==> config.mk <==
export PLATFORM = sky130hd
export DESIGN_NAME = voice_scheduler
export DESIGN_NICKNAME = d
export VERILOG_FILES = /design/src/rtl/sass_pkg.sv /design/src/rtl/voice_phase.sv /design/src/rtl/voice_scheduler.sv
export SDC_FILE = /design/constraint.sdc
export NUM_CORES = 1
export LEC_CHECK = 0
export CAP_MARGIN = 0
export CORE_MARGIN = 1
export CORE_UTILIZATION = 50
export CTS_CLUSTER_SIZE = 12
export DETAILED_ROUTE_END_ITERATION = 16
export PLACE_DENSITY = 0.74
export SETUP_SLACK_MARGIN = 0.2
export SLEW_MARGIN = 20
export SYNTH_ARGS = -nofsm -noshare
export SYNTH_HDL_FRONTEND = slang
export SYNTH_SLANG_ARGS = --single-unit
export TNS_END_PERCENT = 100
==> constraint.sdc <==
create_clock -name clk -period 7.7 [get_ports clk]
set_input_delay 1.155 -clock clk [delete_from_list [all_inputs] [get_ports clk]]
set_output_delay 1.155 -clock clk [all_outputs]
set_load 0.02 [all_outputs]
==> src/rtl/sass_pkg.sv <==
// Shared widths, per-voice configuration record and scheduler state type
// for the time-multiplexed voice scheduler.
package sass_pkg;

  localparam int unsigned CNT_W    = 19;
  localparam int unsigned MODE_W   = 3;
  localparam int unsigned SAMPLE_W = 8;

  localparam logic [SAMPLE_W-1:0] MIDSCALE = 8'd128;

  typedef struct packed {
    logic [CNT_W-1:0]    divisor;
    logic [MODE_W-1:0]   mode;
    logic [SAMPLE_W-1:0] level;
  } voice_cfg_t;

  typedef enum logic {
    IDLE,
    SCAN
  } sched_state_t;

endpackage

==> src/rtl/voice_phase.sv <==
// One oscillator voice: phase counter plus config shadows that only
// reload at a period boundary, so a new setting never splits a period.
module voice_phase
  import sass_pkg::*;
(
  input  logic             clk,
  input  logic             rst_n,
  input  logic             advance_i,
  input  logic             en_i,
  input  voice_cfg_t       cfg_i,
  output logic [CNT_W-1:0] cnt_o,
  output voice_cfg_t       shadow_o
);

  logic [CNT_W-1:0] cnt_q, cnt_d;
  voice_cfg_t       shadow_q, shadow_d;
  logic             wrap;

  // Divisors of 0 and 1 are degenerate periods: wrap on every cycle.
  always_comb begin
    wrap = (shadow_q.divisor < CNT_W'(2)) ||
           (cnt_q >= shadow_q.divisor - CNT_W'(1));
  end

  always_comb begin
    cnt_d    = cnt_q;
    shadow_d = shadow_q;
    if (!en_i) begin
      cnt_d    = '0;
      shadow_d = cfg_i;
    end else if (advance_i) begin
      if (wrap) begin
        cnt_d    = '0;
        shadow_d = cfg_i;
      end else begin
        cnt_d = cnt_q + CNT_W'(1);
      end
    end
  end

  always_ff @(posedge clk or negedge rst_n) begin
    if (!rst_n) begin
      cnt_q    <= '0;
      shadow_q <= '0;
    end else begin
      cnt_q    <= cnt_d;
      shadow_q <= shadow_d;
    end
  end

  assign cnt_o    = cnt_q;
  assign shadow_o = shadow_q;

endmodule

==> src/rtl/voice_scheduler.sv <==
// Round-robin scheduler sharing one combinational waveshaper across all
// voices and averaging the returned samples into one mixed sample per frame.
module voice_scheduler
  import sass_pkg::*;
#(
  parameter int unsigned NUM_VOICES = 4
) (
  input  logic                         clk,
  input  logic                         Rst_i,
  input  logic                         run_i,
  input  logic [NUM_VOICES-1:0]        en_i,
  input  logic [NUM_VOICES*CNT_W-1:0]  divisor_i,
  input  logic [NUM_VOICES*MODE_W-1:0] mode_i,
  input  logic [NUM_VOICES*8-1:0]      level_i,
  output logic [CNT_W-1:0]             ws_count_o,
  output logic [CNT_W-1:0]             ws_divisor_o,
  output logic [MODE_W-1:0]            ws_mode_o,
  output logic [SAMPLE_W-1:0]          ws_Q_o,
  input  logic [SAMPLE_W-1:0]          ws_sample_i,
  output logic [SAMPLE_W-1:0]          mix_o,
  output logic                         mix_valid_o,
  output logic                         busy_o
);

  localparam int unsigned LOG2_NV = $clog2(NUM_VOICES);
  localparam int unsigned SLOT_W  = LOG2_NV;
  localparam int unsigned ACC_W   = SAMPLE_W + LOG2_NV;

  sched_state_t        state_q, state_d;
  logic [SLOT_W-1:0]   slot_q, slot_d;
  logic [ACC_W-1:0]    acc_q, acc_d;
  logic [SAMPLE_W-1:0] mix_q, mix_d;
  logic                valid_q, valid_d;

  logic                scan;
  logic                last_slot;
  logic [SAMPLE_W-1:0] term;
  logic [ACC_W-1:0]    sum;

  logic [CNT_W-1:0]    cnt    [NUM_VOICES];
  voice_cfg_t          shadow [NUM_VOICES];

  for (genvar v = 0; v < NUM_VOICES; v++) begin : g_voice
    voice_cfg_t cfg;
    assign cfg.divisor = divisor_i[CNT_W*v +: CNT_W];
    assign cfg.mode    = mode_i[MODE_W*v +: MODE_W];
    assign cfg.level   = level_i[SAMPLE_W*v +: SAMPLE_W];

    voice_phase u_phase (
      .clk       (clk),
      .rst_n     (Rst_i),
      .advance_i (scan),
      .en_i      (en_i[v]),
      .cfg_i     (cfg),
      .cnt_o     (cnt[v]),
      .shadow_o  (shadow[v])
    );
  end

  always_comb begin
    last_slot = (slot_q == SLOT_W'(NUM_VOICES - 1));
  end

  // FSM: state register
  always_ff @(posedge clk or negedge Rst_i) begin
    if (!Rst_i) state_q <= IDLE;
    else        state_q <= state_d;
  end

  // FSM: next state; a falling run_i only takes effect at the frame end
  always_comb begin
    state_d = state_q;
    unique case (state_q)
      IDLE:    if (run_i) state_d = SCAN;
      SCAN:    if (last_slot && !run_i) state_d = IDLE;
      default: state_d = IDLE;
    endcase
  end

  // FSM: outputs
  always_comb begin
    scan   = (state_q == SCAN);
    busy_o = scan;
  end

  always_comb begin
    term    = en_i[slot_q] ? ws_sample_i : MIDSCALE;
    sum     = acc_q + ACC_W'(term);
    slot_d  = '0;
    acc_d   = acc_q;
    mix_d   = mix_q;
    valid_d = 1'b0;
    if (scan) begin
      slot_d = slot_q + SLOT_W'(1);
      if (last_slot) begin
        mix_d   = sum[ACC_W-1:LOG2_NV];
        valid_d = 1'b1;
        acc_d   = '0;
      end else begin
        acc_d = sum;
      end
    end
  end

  always_ff @(posedge clk or negedge Rst_i) begin
    if (!Rst_i) begin
      slot_q  <= '0;
      acc_q   <= '0;
      mix_q   <= MIDSCALE;
      valid_q <= 1'b0;
    end else begin
      slot_q  <= slot_d;
      acc_q   <= acc_d;
      mix_q   <= mix_d;
      valid_q <= valid_d;
    end
  end

  always_comb begin
    ws_count_o   = cnt[slot_q];
    ws_divisor_o = shadow[slot_q].divisor;
    ws_mode_o    = shadow[slot_q].mode;
    ws_Q_o       = shadow[slot_q].level;
  end

  assign mix_o       = mix_q;
  assign mix_valid_o = valid_q;

endmodule

==> impl_metrics.env, run 1 <==
export IMPL_drt_total_wl_um=39300
export IMPL_period_share_pct=65.9
export IMPL_dominantRegCellSynth="dfrtp_1"
export IMPL_fmax_ghz=0.197
export IMPL_ctsResizeCount=0
export IMPL_worst_path_stages=11
export IMPL_r2r_cells=11
export IMPL_yosys_area_top_type="dfrtp_1"
export IMPL_fp_dieW_um=167
export IMPL_p_leak_nw=6.94
export IMPL_cts_root_buffer="clkbuf_16"
export IMPL_synthTopCellsByArea="dfrtp_1 40%, ha_1 8.5%, mux4_2 8.3%"
export IMPL_ioPinCount=194
export IMPL_critPathArrivalTime_ns=5.49
export IMPL_antenna_found_initial=1
export IMPL_drv_cap=0
export IMPL_hp_class="reg2reg"
export IMPL_crit_required_ns=8.11
export IMPL_layout_setup_ws_ns=2.63
export IMPL_cts_buffer_depth=3
export IMPL_fin_setup_tns_ns=0
export IMPL_crit_type="reg2reg"
export IMPL_rows=60
export IMPL_chipHeight_um=167
export IMPL_slowest_stage="and2_2"
export IMPL_path_delay_family="simple AND/OR/NAND/NOR gates"
export IMPL_cts_setup_buffers=0
export IMPL_final_nets=1637
export IMPL_cp_max_fo=39
export IMPL_grt_pass1_vias=10558
export IMPL_synthToLayoutAreaGrowth_pct=22.6
export IMPL_grt_pass1_wl_um=61300
export IMPL_stdcell_count=1767
export IMPL_dieArea_um2=28000
export IMPL_hold_viol=0
export IMPL_postSynthAreaPerCell_um2=11.2
export IMPL_cts_tree="built"
export IMPL_layout_drive_gt1_share_pct=16.6
export IMPL_setup_violations=0
export IMPL_core_um2=26900
export IMPL_synth_edf_count=0
export IMPL_overflow=0
export IMPL_skew_ns=0.0116
export IMPL_final_util_pct=62.3
export IMPL_first_iter_violations=1118
export IMPL_dr_pass1_iters=5
export IMPL_outcome="completed"
export IMPL_timing_rr_start="g_voice[0].u_phase.shadow_o[18]"
export IMPL_worst_setup_path_end_kind="register"
export IMPL_max_stage_delay_ns=0.96
export IMPL_initial_core_util_pct=50.8
export IMPL_async_flop_share_pct=100
export IMPL_power_mw=4.87
export IMPL_vias_per_cell=6.11
export IMPL_slew_viol_final=0
export IMPL_hold_buffers=0
export IMPL_clock_sinks=218
export IMPL_pre_cts_ws_ns=2.70
export IMPL_worstSetupStartpointType="register"
export IMPL_hpwl_um=29500
export IMPL_synth_area_um2=13600
export IMPL_placed_cells=1722
export IMPL_cp_cell_sequence="or4_1 -> nand2b_1 -> or4_1 -> nor3_1 -> xnor2_1 -> ha_1 -> nand4_1 -> or2_2 -> o221ai_1 -> and2_2 -> mux2_2"
export IMPL_hold_path_end="mix_o[4]"
export IMPL_syn_inst=1216
export IMPL_worstHoldStart="mix_o[4]"
export IMPL_synthDominantCellAreaShare_pct=39.8
export IMPL_path_buf_inv=0
export IMPL_yosys_warnings=0
export IMPL_rsz0062_at_grt="no"
export IMPL_grt_max_degree=90
export IMPL_worst_path_most_repeated_cell="or4_1"
export IMPL_mostFrequentLayoutCells="215 x dfrtp_1, 192 x clkdlybuf4s50_1, 95 x mux2_2"
export IMPL_via_count=10805
export IMPL_hold_path_cell_count=2
export IMPL_synth_fp_nets=1445
export IMPL_max_slew_worst_pin_slew_ns=1.15
export IMPL_fin_crit_ns=5.07
export IMPL_r2r_setup_slack_ns=2.63
export IMPL_drc_errors=0
export IMPL_finalWeightedCongestion=0.934
export IMPL_h_tree_depth=1
export IMPL_cts_clk_slew_worst_paths_ns=0.06
export IMPL_cp_startpoint="g_voice[0].u_phase.shadow_o[18]"
export IMPL_timing_rr_end="g_voice[0].u_phase.shadow_o[25]"
export IMPL_max_vdd_ir_drop_v=0.000194
export IMPL_mostFrequentLayoutCell="dfrtp_1"
export IMPL_track_usage_pct=28.5
export IMPL_cts_buffers_inserted=25
export IMPL_ant_nets=0
export IMPL_pwr_density_cell_nw_per_um2=291
export IMPL_slew_headroom_pct=22.9
export IMPL_ys_seq_elements=218
export IMPL_clock_latency_ns=0.53
export IMPL_post_drt_wl_per_cell_um=22.3
export IMPL_yosysSeqAreaShare_pct=40.0
export IMPL_ys_types=66
export IMPL_io_buffers=193
cell type report:
type,count,area (um2)
Sequential cell,218,5460
Clock buffer,35,713
Multi-Input combinational cell,924,7870
Timing Repair Buffer,206,2030
Fill cell,2173,10100
Tap cell,341,427
Clock inverter,9,105
Inverter,33,124
Antenna cell,1,2.50
routing by layer:
layer | up-vias | share of wire [%] | global-route usage, %
li1 | 4895 | - | -
met1 | 5396 | 44 | 40.5
met2 | 434 | 46 | 44.0
met3 | 80 | 7.7 | 4.89
met4 | 0 | 3.2 | 10.3
met5 | - | 0 | 0
state kept, by name (all words and copies together) (netlist names):
signal,cells
g_voice.u_phase.shadow_o,120
mix_o,8
acc_q,10
g_voice.u_phase.cnt_o,76
busy_o,1
mix_valid_o,1
slot_q,2
power breakdown:
part	internal, mW	switching [mW]	leakage [nW]	total, mW
registers	1.37	0.364	2.72	1.73
logic	1.00	0.948	3.82	1.95
clock network	0.711	0.479	0.403	1.19
worst max-delay path by stage:
| stage | slack [ns] | end |
|---|---|---|
| 2_1_floorplan | 3.82 | g_voice[2].u_phase.shadow_o[0] |
| 3_5_place_dp | 2.70 | g_voice[0].u_phase.shadow_o[25] |
| 5_1_grt | 2.34 | g_voice[0].u_phase.shadow_o[6] |
| 6_report | 2.63 | g_voice[0].u_phase.shadow_o[25] |
| 4_1_cts | 2.69 | g_voice[0].u_phase.shadow_o[25] |
| 3_3_place_gp | 2.76 | g_voice[0].u_phase.shadow_o[9] |
metrics by stage:
step | cell area [um2] | hold WS (ns)
2_1_floorplan | 13600 | 0.453
3_3_place_gp | 15900 | 0.461
3_5_place_dp | 15900 | 0.469
4_1_cts | 16700 | 0.479
5_1_grt | 16700 | 0.507
6_report | 16700 | 0.475
cells by family (layout without fill, tap and decap cells):
logic type,count (synthesis),in the layout,synth area share [%]
other cells,0,1,0
buf+inv,74,283,2.57
fa+ha+maj,94,94,8.67
xor+xnor,124,124,7.96
compound gates,152,152,7.69
mux,171,171,18.8
simple gates,383,383,14.4
flops,218,218,40.0
cells in the mapped netlist (7+ instances only):
| cell type | count |
|---|---|
| nor2_1 | 93 |
| and4_1 | 8 |
| nor2b_1 | 9 |
| a22o_1 | 9 |
| a21oi_1 | 24 |
| nand2b_1 | 16 |
| clkbuf_1 | 20 |
| buf_2 | 11 |
| nor4_1 | 20 |
| or4_1 | 7 |
| o21ai_0 | 38 |
| and2_1 | 12 |
| nand4_1 | 21 |
| xnor2_1 | 74 |
| ha_1 | 93 |
| a211oi_1 | 12 |
| mux2_2 | 95 |
| mux4_2 | 50 |
| a21o_1 | 14 |
| nor3_1 | 40 |
| o2bb2ai_1 | 7 |
| inv_1 | 33 |
| xor2_1 | 50 |
| and3_1 | 17 |
| nand2_1 | 62 |
| a31oi_1 | 7 |
| nand3_1 | 41 |
| dfrtp_1 | 217 |
| mux2_4 | 20 |
| or3_1 | 21 |
worst register-to-register path: stages, from the launching register on:
cell and delay [ns]:
dfrtp_1 0.45, or4_1 0.58, nand2b_1 0.21, or4_1 0.50, nor3_1 0.25, xnor2_1 0.10
ha_1 0.31, nand4_1 0.11, or2_2 0.31, o221ai_1 0.73, and2_2 0.96, mux2_2 0.45
Power figures use the tool's default switching activity.
==> inputs of run 2 (changes only) <==
Settings changed: PLACE_DENSITY 0.74 to 0.77.
Clock period 7.7 ns to 4.4 ns, I/O delays scaled along.
==> impl_metrics.env, run 2 (synthesis gave the netlist of run 1 again) <==
export IMPL_layout_setup_ws_ns=0.322
export IMPL_initial_core_util_pct=50.8
export IMPL_cts_clk_slew_worst_paths_ns=0.06
export IMPL_post_drt_wl_per_cell_um=22.2
export IMPL_dr_pass1_iters=5
export IMPL_pre_cts_ws_ns=0.111
export IMPL_hold_buffers=0
export IMPL_seq_power_share_pct=33.7
export IMPL_finalWeightedCongestion=0.959
export IMPL_critPathArrivalTime_ns=4.49
export IMPL_power_switching_mw=3.20
export IMPL_rows=60
export IMPL_crit_required_ns=4.82
export IMPL_grt_max_degree=105
export IMPL_drc_errors=0
export IMPL_hp_class="in2async"
export IMPL_layout_drive_gt1_share_pct=18.9
export IMPL_outcome="completed"
export IMPL_slew_headroom_pct=30.4
export IMPL_final_nets=1657
export IMPL_track_usage_pct=28.7
export IMPL_fin_setup_tns_ns=0
export IMPL_cts_tree="built"
export IMPL_period_share_pct=92.7
export IMPL_core_um2=26900
export IMPL_clkPwrFrac_pct=24.9
export IMPL_pwr_density_cell_nw_per_um2=509
export IMPL_r2r_cells=13
export IMPL_mostFrequentLayoutCell="dfrtp_1"
export IMPL_skew_ns=0.0235
export IMPL_grt_pass1_wl_um=62300
export IMPL_power_mw=8.69
export IMPL_ant_nets=0
export IMPL_final_util_pct=63.5
export IMPL_fin_crit_ns=4.08
export IMPL_crit_type="reg2reg"
export IMPL_combinationalPowerShare_pct=41.4
export IMPL_final_seq_area_um2=5460
export IMPL_cts_root_buffer="clkbuf_16"
export IMPL_h_tree_depth=1
export IMPL_drt_total_wl_um=39700
export IMPL_diodes=0
export IMPL_cp_max_fo=15
export IMPL_post_route_cell_area_um2=17100
export IMPL_internal_power_mw=5.49
export IMPL_fp_dieW_um=167
export IMPL_max_vdd_ir_drop_v=0.000421
export IMPL_place_area_um2=16100
export IMPL_p_leak_nw=7.11
export IMPL_clock_sinks=218
export IMPL_rsz0062_at_grt="no"
export IMPL_via_count=11078
export IMPL_cts_buffer_depth=3
export IMPL_clock_latency_ns=0.55
export IMPL_first_iter_violations=1092
export IMPL_io_buffers=193
export IMPL_largest_reg_flops=120
export IMPL_worstSetupStartpointType="register"
export IMPL_overflow=0
export IMPL_fmax_ghz=0.245
export IMPL_setup_violations=0
export IMPL_mostFrequentLayoutCells="214 x dfrtp_1, 192 x clkdlybuf4s50_1, 95 x mux2_2"
export IMPL_antenna_found_initial=1
export IMPL_cts_buffers_inserted=26
export IMPL_vias_per_cell=6.20
export IMPL_grt_pass1_vias=11081
export IMPL_hold_viol=0
export IMPL_multi_input_area_um2=7950
export IMPL_synthToLayoutAreaGrowth_pct=25.0
export IMPL_nFillCells=2112
export IMPL_drv_cap=0
export IMPL_switching_share_pct=36.8
export IMPL_slew_viol_final=0
export IMPL_chipHeight_um=167
export IMPL_hpwl_um=29700
export IMPL_ioPinCount=194
export IMPL_dieArea_um2=28000
export IMPL_worst_setup_path_end_kind="register"
export IMPL_max_slew_worst_pin_slew_ns=1.03
export IMPL_r2r_setup_slack_ns=0.32
run 2: changes by cell type in the layout (fill, tap and decap cells not counted), sizes merged:
cell	delta
inv	-1
clkbuf	-2
buf	+19
clkinv	+6
diode	-1
run 2: per-layer routing:
layer	vias up	wire, um	track usage (%)
li1	4945	-	-
met1	5536	16900	40.2
met2	502	18200	45.6
met3	95	3040	3.83
met4	0	1650	11.0
met5	-	0	0
run 2: worst paths after layout:
check,start,endpoint
max in group asynchronous,Rst_i,g_voice[2].u_phase.shadow_o[3]
min in group clk,mix_o[7],mix_o[7]
worst max-delay path,g_voice[2].u_phase.shadow_o[20],g_voice[2].u_phase.shadow_o[3]
worst min-delay path,Rst_i,g_voice[0].u_phase.shadow_o[3]
worst max register to register,g_voice[2].u_phase.shadow_o[20],g_voice[2].u_phase.shadow_o[3]
worst min register to register,mix_o[7],mix_o[7]
run 2: worst max-delay path: stages (launching register included):
cell     delay (ns)
dfrtp_1        0.45
or3_1          0.44
or3_4          0.37
or3_4          0.36
or3_1          0.36
nor3_1         0.20
xnor2_1        0.10
ha_1           0.29
nand3_1        0.15
nor4_2         0.32
a21oi_2        0.13
a21oi_4        0.22
buf_12         0.19
mux2_2         0.35
run 2: final cells by class:
type	count	share of cell area, %
well taps	341	2.50
multi-input cells	924	46.6
repair buffers	225	13.1
clock buffers	33	4.26
clock inverters	14	0.807
inverters	33	0.726
flip-flops and latches	218	32.0
run 2: what timing repair did:
action,4_1_cts,5_1_grt
pin swaps,0,3
setup endpoints to repair,56,110
gates resized for setup,8,12
setup buffers,0,1
run 2: power groups by stage:
stage	registers (mW)	clock network, mW	logic, mW
final	2.93	2.16	3.60
after global routing	2.97	2.27	3.87
after CTS	2.91	2.19	3.60
after detailed placement	2.93	0	3.56
after global placement	2.91	0	3.48
after floorplan	2.77	0	2.33
run 2: per-stage QoR:
stage	hold WS [ns]	std cells
finish	0.149	1788
detailed placement	0.477	1740
floorplan	0.364	1216
global route	0.224	1788
CTS	0.208	1787
global placement	0.463	1740
